==> src/rtl/alu16_sequencer.sv <==
// alu16_sequencer
//
// Runs the 16-bit operations ADD HL,rr / ADD SP,e8 / INC rr / DEC rr on the
// shared 8-bit add-with-carry ALU as two byte passes: the low byte first,
// then the high byte with the low-byte carry-out fed back as carry-in.
// The block owns the ALU operand muxes only while busy. At all other times
// the control decoder drives them.
//
// Parameters
//   ALU_LAT     cycles from ALU operand presentation to valid result and
//               carries (1..4). Each byte phase lasts exactly ALU_LAT cycles.
//
// Optional feature
//   ALU16_SEQ_ABORT_EN  when defined, adds the 'abort' input. It cancels a
//                       running operation in the LO or HI phase.
//
// Ports
//   clk        in   rising-edge clock
//   nreset     in   synchronous active-low reset
//   start      in   request, accepted only while idle
//   op         in   00 ADD16, 01 ADDSP, 10 INC16, 11 DEC16 (sampled at accept)
//   opa        in   operand A (sampled at accept)
//   opb        in   operand B, ADDSP uses opb[7:0] as signed e8 (sampled at accept)
//   abort      in   (ALU16_SEQ_ABORT_EN only) cancel the running operation
//   busy       out  sequencer owns the ALU
//   done       out  one-cycle pulse, result/flags valid
//   result     out  16-bit result, held until the next completion
//   flags      out  {Z,N,H,C}
//   flags_we   out  per-flag write enable {Z,N,H,C}, qualified by done
//   alu_en     out  ALU operand mux select
//   alu_a      out  ALU operand A
//   alu_b      out  ALU operand B
//   alu_cin    out  ALU carry-in
//   alu_res    in   ALU sum
//   alu_cout   in   ALU carry out of bit 7
//   alu_hout   in   ALU carry out of bit 3
module alu16_sequencer #(
  parameter int ALU_LAT = 1
) (
  input  logic        clk,
  input  logic        nreset,
  input  logic        start,
  input  logic [1:0]  op,
  input  logic [15:0] opa,
  input  logic [15:0] opb,
`ifdef ALU16_SEQ_ABORT_EN
  input  logic        abort,
`endif
  output logic        busy,
  output logic        done,
  output logic [15:0] result,
  output logic [3:0]  flags,
  output logic [3:0]  flags_we,
  output logic        alu_en,
  output logic [7:0]  alu_a,
  output logic [7:0]  alu_b,
  output logic        alu_cin,
  input  logic [7:0]  alu_res,
  input  logic        alu_cout,
  input  logic        alu_hout
);

  typedef enum logic [1:0] {
    S_IDLE = 2'd0,
    S_LO   = 2'd1,
    S_HI   = 2'd2,
    S_DONE = 2'd3
  } state_t;

  localparam logic [1:0] OP_ADD16 = 2'b00;
  localparam logic [1:0] OP_ADDSP = 2'b01;
  localparam logic [1:0] OP_INC16 = 2'b10;
  localparam logic [1:0] OP_DEC16 = 2'b11;

  // Phase counter value on the last cycle of a byte phase.
  localparam logic [1:0] PH_LAST = 2'(ALU_LAT - 1);

  // ALU operand B byte for a given op and byte phase.
  // INC16 adds 0 with a carry-in of 1. DEC16 adds 0xFFFF, which is -1.
  function automatic logic [7:0] b_byte(input logic [1:0]  op_v,
                                        input logic [15:0] b_v,
                                        input logic        hi_v);
    logic [7:0] r;
    case (op_v)
      OP_ADD16: r = hi_v ? b_v[15:8] : b_v[7:0];
      OP_ADDSP: r = hi_v ? {8{b_v[7]}} : b_v[7:0];
      OP_INC16: r = 8'h00;
      OP_DEC16: r = 8'hFF;
      default:  r = 8'h00;
    endcase
    return r;
  endfunction

  state_t      state_q, state_d;
  logic [1:0]  cnt_q;
  logic [1:0]  op_q;
  logic [15:0] opa_q, opb_q;
  logic [7:0]  lo_sum_q, hi_sum_q;
  logic        lo_c_q, lo_h_q, hi_c_q, hi_h_q;
  logic        busy_q, done_q, alu_en_q, alu_cin_q;
  logic [7:0]  alu_a_q, alu_b_q;
  logic [15:0] result_q, result_d;
  logic [3:0]  flags_q, flags_d;
  logic [3:0]  flags_we_q, flags_we_d;
  logic        abort_s;
  logic        phase_last_s;

`ifdef ALU16_SEQ_ABORT_EN
  assign abort_s = abort;
`else
  assign abort_s = 1'b0;
`endif

  assign phase_last_s = (cnt_q == PH_LAST);

  // Next-state logic. Abort only acts in LO/HI. In IDLE it is ignored,
  // and while busy a start is already ignored.
  always_comb begin
    state_d = state_q;
    case (state_q)
      S_IDLE: begin
        if (start) begin
          state_d = S_LO;
        end else begin
          state_d = S_IDLE;
        end
      end
      S_LO: begin
        if (abort_s) begin
          state_d = S_IDLE;
        end else if (phase_last_s) begin
          state_d = S_HI;
        end else begin
          state_d = S_LO;
        end
      end
      S_HI: begin
        if (abort_s) begin
          state_d = S_IDLE;
        end else if (phase_last_s) begin
          state_d = S_DONE;
        end else begin
          state_d = S_HI;
        end
      end
      S_DONE:  state_d = S_IDLE;
      default: state_d = S_IDLE;
    endcase
  end

  // State register, phase counter and registered status outputs.
  always_ff @(posedge clk) begin
    if (!nreset) begin
      state_q  <= S_IDLE;
      cnt_q    <= 2'd0;
      busy_q   <= 1'b0;
      done_q   <= 1'b0;
      alu_en_q <= 1'b0;
    end else begin
      state_q  <= state_d;
      busy_q   <= (state_d != S_IDLE);
      alu_en_q <= (state_d == S_LO) || (state_d == S_HI);
      // done appears together with the committed result, one cycle after DONE.
      done_q   <= (state_q == S_DONE);
      if (state_d != state_q) begin
        cnt_q <= 2'd0;
      end else if ((state_q == S_LO) || (state_q == S_HI)) begin
        cnt_q <= cnt_q + 2'd1;
      end else begin
        cnt_q <= 2'd0;
      end
    end
  end

  // Operand latch at accept, per-phase ALU drive and end-of-phase captures.
  always_ff @(posedge clk) begin
    if (!nreset) begin
      op_q      <= 2'd0;
      opa_q     <= 16'h0000;
      opb_q     <= 16'h0000;
      alu_a_q   <= 8'h00;
      alu_b_q   <= 8'h00;
      alu_cin_q <= 1'b0;
      lo_sum_q  <= 8'h00;
      lo_c_q    <= 1'b0;
      lo_h_q    <= 1'b0;
      hi_sum_q  <= 8'h00;
      hi_c_q    <= 1'b0;
      hi_h_q    <= 1'b0;
    end else begin
      case (state_q)
        S_IDLE: begin
          if (state_d == S_LO) begin
            op_q      <= op;
            opa_q     <= opa;
            opb_q     <= opb;
            alu_a_q   <= opa[7:0];
            alu_b_q   <= b_byte(op, opb, 1'b0);
            alu_cin_q <= (op == OP_INC16);
          end
        end
        S_LO: begin
          if (state_d == S_HI) begin
            lo_sum_q  <= alu_res;
            lo_c_q    <= alu_cout;
            lo_h_q    <= alu_hout;
            alu_a_q   <= opa_q[15:8];
            alu_b_q   <= b_byte(op_q, opb_q, 1'b1);
            // The live carry-out is the same value being captured into lo_c_q.
            alu_cin_q <= alu_cout;
          end
        end
        S_HI: begin
          if (state_d == S_DONE) begin
            hi_sum_q <= alu_res;
            hi_c_q   <= alu_cout;
            hi_h_q   <= alu_hout;
          end
        end
        default: begin
        end
      endcase
    end
  end

  // Result and flag update, applied only on the DONE cycle.
  always_comb begin
    result_d   = result_q;
    flags_d    = flags_q;
    flags_we_d = flags_we_q;
    if (state_q == S_DONE) begin
      result_d = {hi_sum_q, lo_sum_q};
      case (op_q)
        OP_ADD16: begin
          flags_we_d = 4'b0111;
          flags_d    = {flags_q[3], 1'b0, hi_h_q, hi_c_q};
        end
        OP_ADDSP: begin
          flags_we_d = 4'b1111;
          flags_d    = {1'b0, 1'b0, lo_h_q, lo_c_q};
        end
        default: begin
          // INC16/DEC16 leave every flag untouched.
          flags_we_d = 4'b0000;
          flags_d    = flags_q;
        end
      endcase
    end else begin
      result_d   = result_q;
      flags_d    = flags_q;
      flags_we_d = flags_we_q;
    end
  end

  // Result/flag registers.
  always_ff @(posedge clk) begin
    if (!nreset) begin
      result_q   <= 16'h0000;
      flags_q    <= 4'h0;
      flags_we_q <= 4'h0;
    end else begin
      result_q   <= result_d;
      flags_q    <= flags_d;
      flags_we_q <= flags_we_d;
    end
  end

  assign busy     = busy_q;
  assign done     = done_q;
  assign result   = result_q;
  assign flags    = flags_q;
  assign flags_we = flags_we_q;
  assign alu_en   = alu_en_q;
  assign alu_a    = alu_a_q;
  assign alu_b    = alu_b_q;
  assign alu_cin  = alu_cin_q;

endmodule

==> config.mk <==
export PLATFORM = sky130hd
export DESIGN_NAME = alu16_sequencer
export DESIGN_NICKNAME = d
export VERILOG_FILES = /design/src/rtl/alu16_sequencer.sv
export SDC_FILE = /design/constraint.sdc
export NUM_CORES = 1
export LEC_CHECK = 0
export ABC_AREA = 1
export CAP_MARGIN = 0
export CORE_UTILIZATION = 52
export DETAILED_ROUTE_END_ITERATION = 7
export PLACE_DENSITY = 0.9
export SLEW_MARGIN = 20
export SYNTH_ARGS = -nofsm -noshare
export SYNTH_HDL_FRONTEND = slang
export SYNTH_SLANG_ARGS = --single-unit
==> constraint.sdc <==
create_clock -name clk -period 2.5 [get_ports clk]
set_input_delay 0.625 -clock clk [delete_from_list [all_inputs] [get_ports clk]]
set_output_delay 0.625 -clock clk [all_outputs]
set_load 0.02 [all_outputs]
# Word level (Yosys, flattened, before mapping)
# Cells that the tools add are included.
# totals
ff_bits	102
output_inout_bits	44
# classes
add_sub_neg	1
n_eq_ne	15
mux	17
n_bitwise	3
reduce_logical	17
# ops
operator	n
$mux W8	4
$pmux W8 S2	2
$pmux W8 S4	1
$pmux W8 S3	1
$eq A2 B2 Y1 const B	8
$pmux W4 S2	2
$eq A2 B1 Y1 const B	4
$logic_not A2 Y1	4
$pmux W2 S4	1
$reduce_and A2 Y1	4
$reduce_and A3 Y1	2
$reduce_bool A2 Y1	3
$mux W1	4
$ne A2 B2 Y1 const B	2
$not A1 Y1	3
$reduce_or A3 Y1	1
$add A2 B1 Y2 const B	1
$logic_or A1 B1 Y1	2
$mux W2	1
$ne A2 B2 Y1	1
$pmux W1 S2	1
$reduce_or A2 Y1	1

# Longest topological paths before layout
# logic_depth
word_depth	6
depth_mapped	12

# Worst setup path before layout
# No wires, ideal clock.
# synth_timing
path_kind	register to register
from	register state_q[0]
to	register alu_b_q[0], in the netlist alu_b[0]
arrival_time_ns	1.541
required_ns	2.387
path_slack_ns	0.846
path_stages_with_launch	12
synth_period_minus_slack_ns	1.654
path_cell_list	dfxtp_1 inv_2 ha_1 nand2_2 nand2_2 nor2_4 nand2_4 nand2_8 nand2_8 buf_6 nor2_1 nor2_1
# synth_between
elab_chain_len	5
# synth_lines
item	line	source
from (decl)	94	state_t state_q, state_d;
from (signal assigned)	160	state_q <= state_d;
$eq A2 B2 Y1, or another cell as far along	120	case (state_q)
$pmux W2 S4	120	
$eq A2 B2 Y1 or $eq A2 B1 Y1 (tied branches)	203, 193	
$ne A2 B2 Y1 (no source line)	--	
$reduce_and A3 Y1 (no source line)	--	
to (signal assigned)	198	alu_b_q <= b_byte(op, opb, 1'b0);
to (signal assigned)	208	alu_b_q <= b_byte(op_q, opb_q, 1'b1);
to (decl)	101	logic [7:0] alu_a_q, alu_b_q;
# Parallel ways exist; a longest one is shown, timed or not.
# A chain may end at the register's enable or synchronous reset.

# Final worst setup path
# layout_timing
from	register state_q[1]
to	register opa_q[15]
# layout_between
elab_chain_len	4
# layout_lines
item	line	source
$eq A2 B2 Y1, or another cell as far along	120	
$pmux W2 S4	120	
$eq A2 B1 Y1	193	if (state_d == S_LO) begin
$reduce_and A2 Y1 (no source line) *	--	
to (signal assigned)	195	opa_q <= opa;
to (decl)	97	logic [15:0] opa_q, opb_q;
# Mark *: on every way between the ends. The rest lies on a longest branch, timed or not.

==> results.txt <==
dpl ws: 0.1656 ns
All-Layer GR Usage: 25.80%
CTS tree: done
share of cells above drive strength 1: 7.372%
CTS buffer count: 9
CTS hold repair buffers: 0
die area: 7011 um^2
DRT Wirelength: 8581 um
met2 GRT Util: 42.50%
Vias: 3332
Clock Tree Buf Depth: 2
core area: 6386 um^2
#FFs+latches synth: 83
Crit path largest cell delay: 0.40 ns
htree depth: 3
M1 GR Usage: 32.04%
top post-synthesis cells by area: dfxtp_1 (48%), o21ai_0 (9.4%), nand2_1 (7.7%)
NumNets Final: 576
GR peak layer: met2
mapped cell area: 3473 um^2
PortBufs: 88
synth unique cells: 26
Final Hold Viols: 0
Setup crit end kind: flop
TritonRoute pass-1 iters: 5
Std-Cell Rows: 29
register clock-pin slew on the reported worst setup and hold paths: 0.08 ns
Yosys top cell area share: 47.84%
HPWL after DPL: 5539 um
top cells by count, synth: dfxtp_1 (83), nand2_1 (71), o21ai_0 (65)
post-route ant nets: 0
Iteration-0 DRC Markers: 205
Die X-Extent: 83.73 um
worst slew pin tran: 0.8174 ns
top-count cell post-synth: dfxtp_1
Crit path max-delay family: simple AND/OR/NAND/NOR gates
met3 Usage GRT: 3.759%
Area Growth Syn to Fin: 32.35%
CP cell instances: inv_1 > ha_1 > buf_4 > nand2_4 > nand3_4 > nand3_2 > clkinv_1 > nand2_1 > a21oi_1
Yosys Warn Count: 0
Synth async-reset ratio: 0%
largest net degree at the start of global routing: 67
Synth area leader: dfxtp_1
unrepaired setup endpoints after global routing: no
max-cap violation count: 0
Remaining DRCs: 0
leading register cell type out of synthesis: dfxtp_1
Die Y: 83.73 um
syn_area_per_cell: 7.805 um^2
antenna violations before repair: 0
final worst setup slack: 0.1938 ns
Via density: 5.498
Final GP Congestion: 0.9232
sequential area share after synthesis: 47.84%
post_cts resized: 0
Post CTS Setup Buffer Count: 0
Post-Synthesis Cells: 445
# setup viols final: 0
Root Driver: clkbuf_8
vias in the first global route: 3161
Critical Path RT: 2.72 ns
maximum VDD drop: 0.0005694 V
Worst R2R Setup Slack: 0.19 ns
CP max stage cell: dfxtp_1
GRT overflow: 0
worst skew pair latency: 0.35 ns
Worst Path Buf+Inv: 3
power share of the combinational group: 26.8%
ant diodes: 0
first-pass GRT wire length: 14610 um
crit path max fanout: 28
Switching Fraction: 30.28%
Initial Utilization: 54.39%
Crit Path Category: reg2reg
num ports: 91
Startpoint Class: flop
status: completed
Post-synth EDFFs: 0
Leakage Power: 1.833 nW
Internal Pwr Total: 2.611 mW
hold crit path type: reg2reg
setup_tns: 0 ns
Period minus WS final: 2.306 ns
Final Cycle Share: 92.25%
Seq pwr share: 41.0%
Slew Limit Fails: 0
Setup Skew: 0.006874 ns
count of clock tree sinks: 83
PD cells: 814.7 nW/um^2
Clk pwr share: 32.2%
crit path DAT: 2.52 ns
Psw: 1.134 mW
Slew Limit Headroom: 44.93%
WL/cell: 14.16 um
max frequency: 0.4336 GHz
[cell families after synthesis]
family,synth area share (%)
simple gates,20.39
compound gates,17.83
flops,47.84
buf+inv,9.726
mux,2.306
fa+ha+maj,1.801
other cells,0.1080
[metrics by stage]
stage / total power, mW / hold slack [ns] / utilization (%) / area (um^2) / std cells
5_1_grt: 3.932 / 0.4524 / 71.98 / 4597 / 606
3_5_place_dp: 2.538 / 0.4176 / 67.91 / 4337 / 590
3_3_place_gp: 2.500 / 0.4003 / 67.91 / 4337 / 590
6_report: 3.745 / 0.4262 / 71.98 / 4597 / 606
4_1_cts: 3.743 / 0.4274 / 71.98 / 4597 / 606
2_1_floorplan: 2.225 / 0.3920 / - / 3477 / 446
[routing by layer]
layer / part of all wire [%] / wire [um]
met1: 42 / 3577
met2: 49 / 4195
met3: 5.1 / 434
met4: 4.3 / 373
met5: 0 / 0
[layout make-up]
class / count / area [um^2]
multi-input combinational: 287 / 1478
inverter: 50 / 187.7
tap: 77 / 96.34
clock buffer: 12 / 165.2
sequential: 83 / 1662
clock inverter: 4 / 95.09
timing repair buffer: 93 / 913.4
fill: 459 / 1789
[power groups by stage]
stage | clock network [mW] | logic (mW) | registers [mW]
after floorplan | 0 | 0.576 | 1.65
after global placement | 0 | 0.941 | 1.56
after detailed placement | 0 | 0.976 | 1.56
after CTS | 1.21 | 0.996 | 1.53
after global routing | 1.28 | 1.10 | 1.55
final | 1.21 | 1.00 | 1.54
[state kept, by name, indices dropped and copies added (netlist names), 2 cells and up]
signal and cells:
state_q 2, opb_q 9, lo_sum_q 8, alu_a 8, alu_b 8, flags_we 2
op_q 2, result 16, cnt_q 2, flags 2, hi_sum_q 8, opa_q 8
[layout by cell type (no fill, tap or decap), drive strengths merged]
| cell type | n |
|---|---|
| a21oi | 54 |
| buf | 6 |
| bufinv | 3 |
| clkbuf | 12 |
| clkdlybuf4s50 | 87 |
| clkinv | 3 |
| conb | 2 |
| dfxtp | 83 |
| ha | 5 |
| inv | 48 |
| mux2i | 8 |
| nand2 | 82 |
| nand3 | 34 |
| nor2 | 33 |
| o21a | 1 |
| o21ai | 65 |
| o22ai | 2 |
| or2 | 1 |
[final timing paths]
path                              start                endpoint  cells past startpoint
setup reg to reg  state_q[1]$_SDFF_PN0_  opa_q[15]$_SDFFE_PN0P_                      9
hold / removal      cnt_q[0]$_SDFF_PP0_     cnt_q[0]$_SDFF_PP0_                      1
hold reg to reg     cnt_q[0]$_SDFF_PP0_     cnt_q[0]$_SDFF_PP0_                      1
setup / recovery  state_q[1]$_SDFF_PN0_  opa_q[15]$_SDFFE_PN0P_                      9
Power figures use the tool's default switching activity.
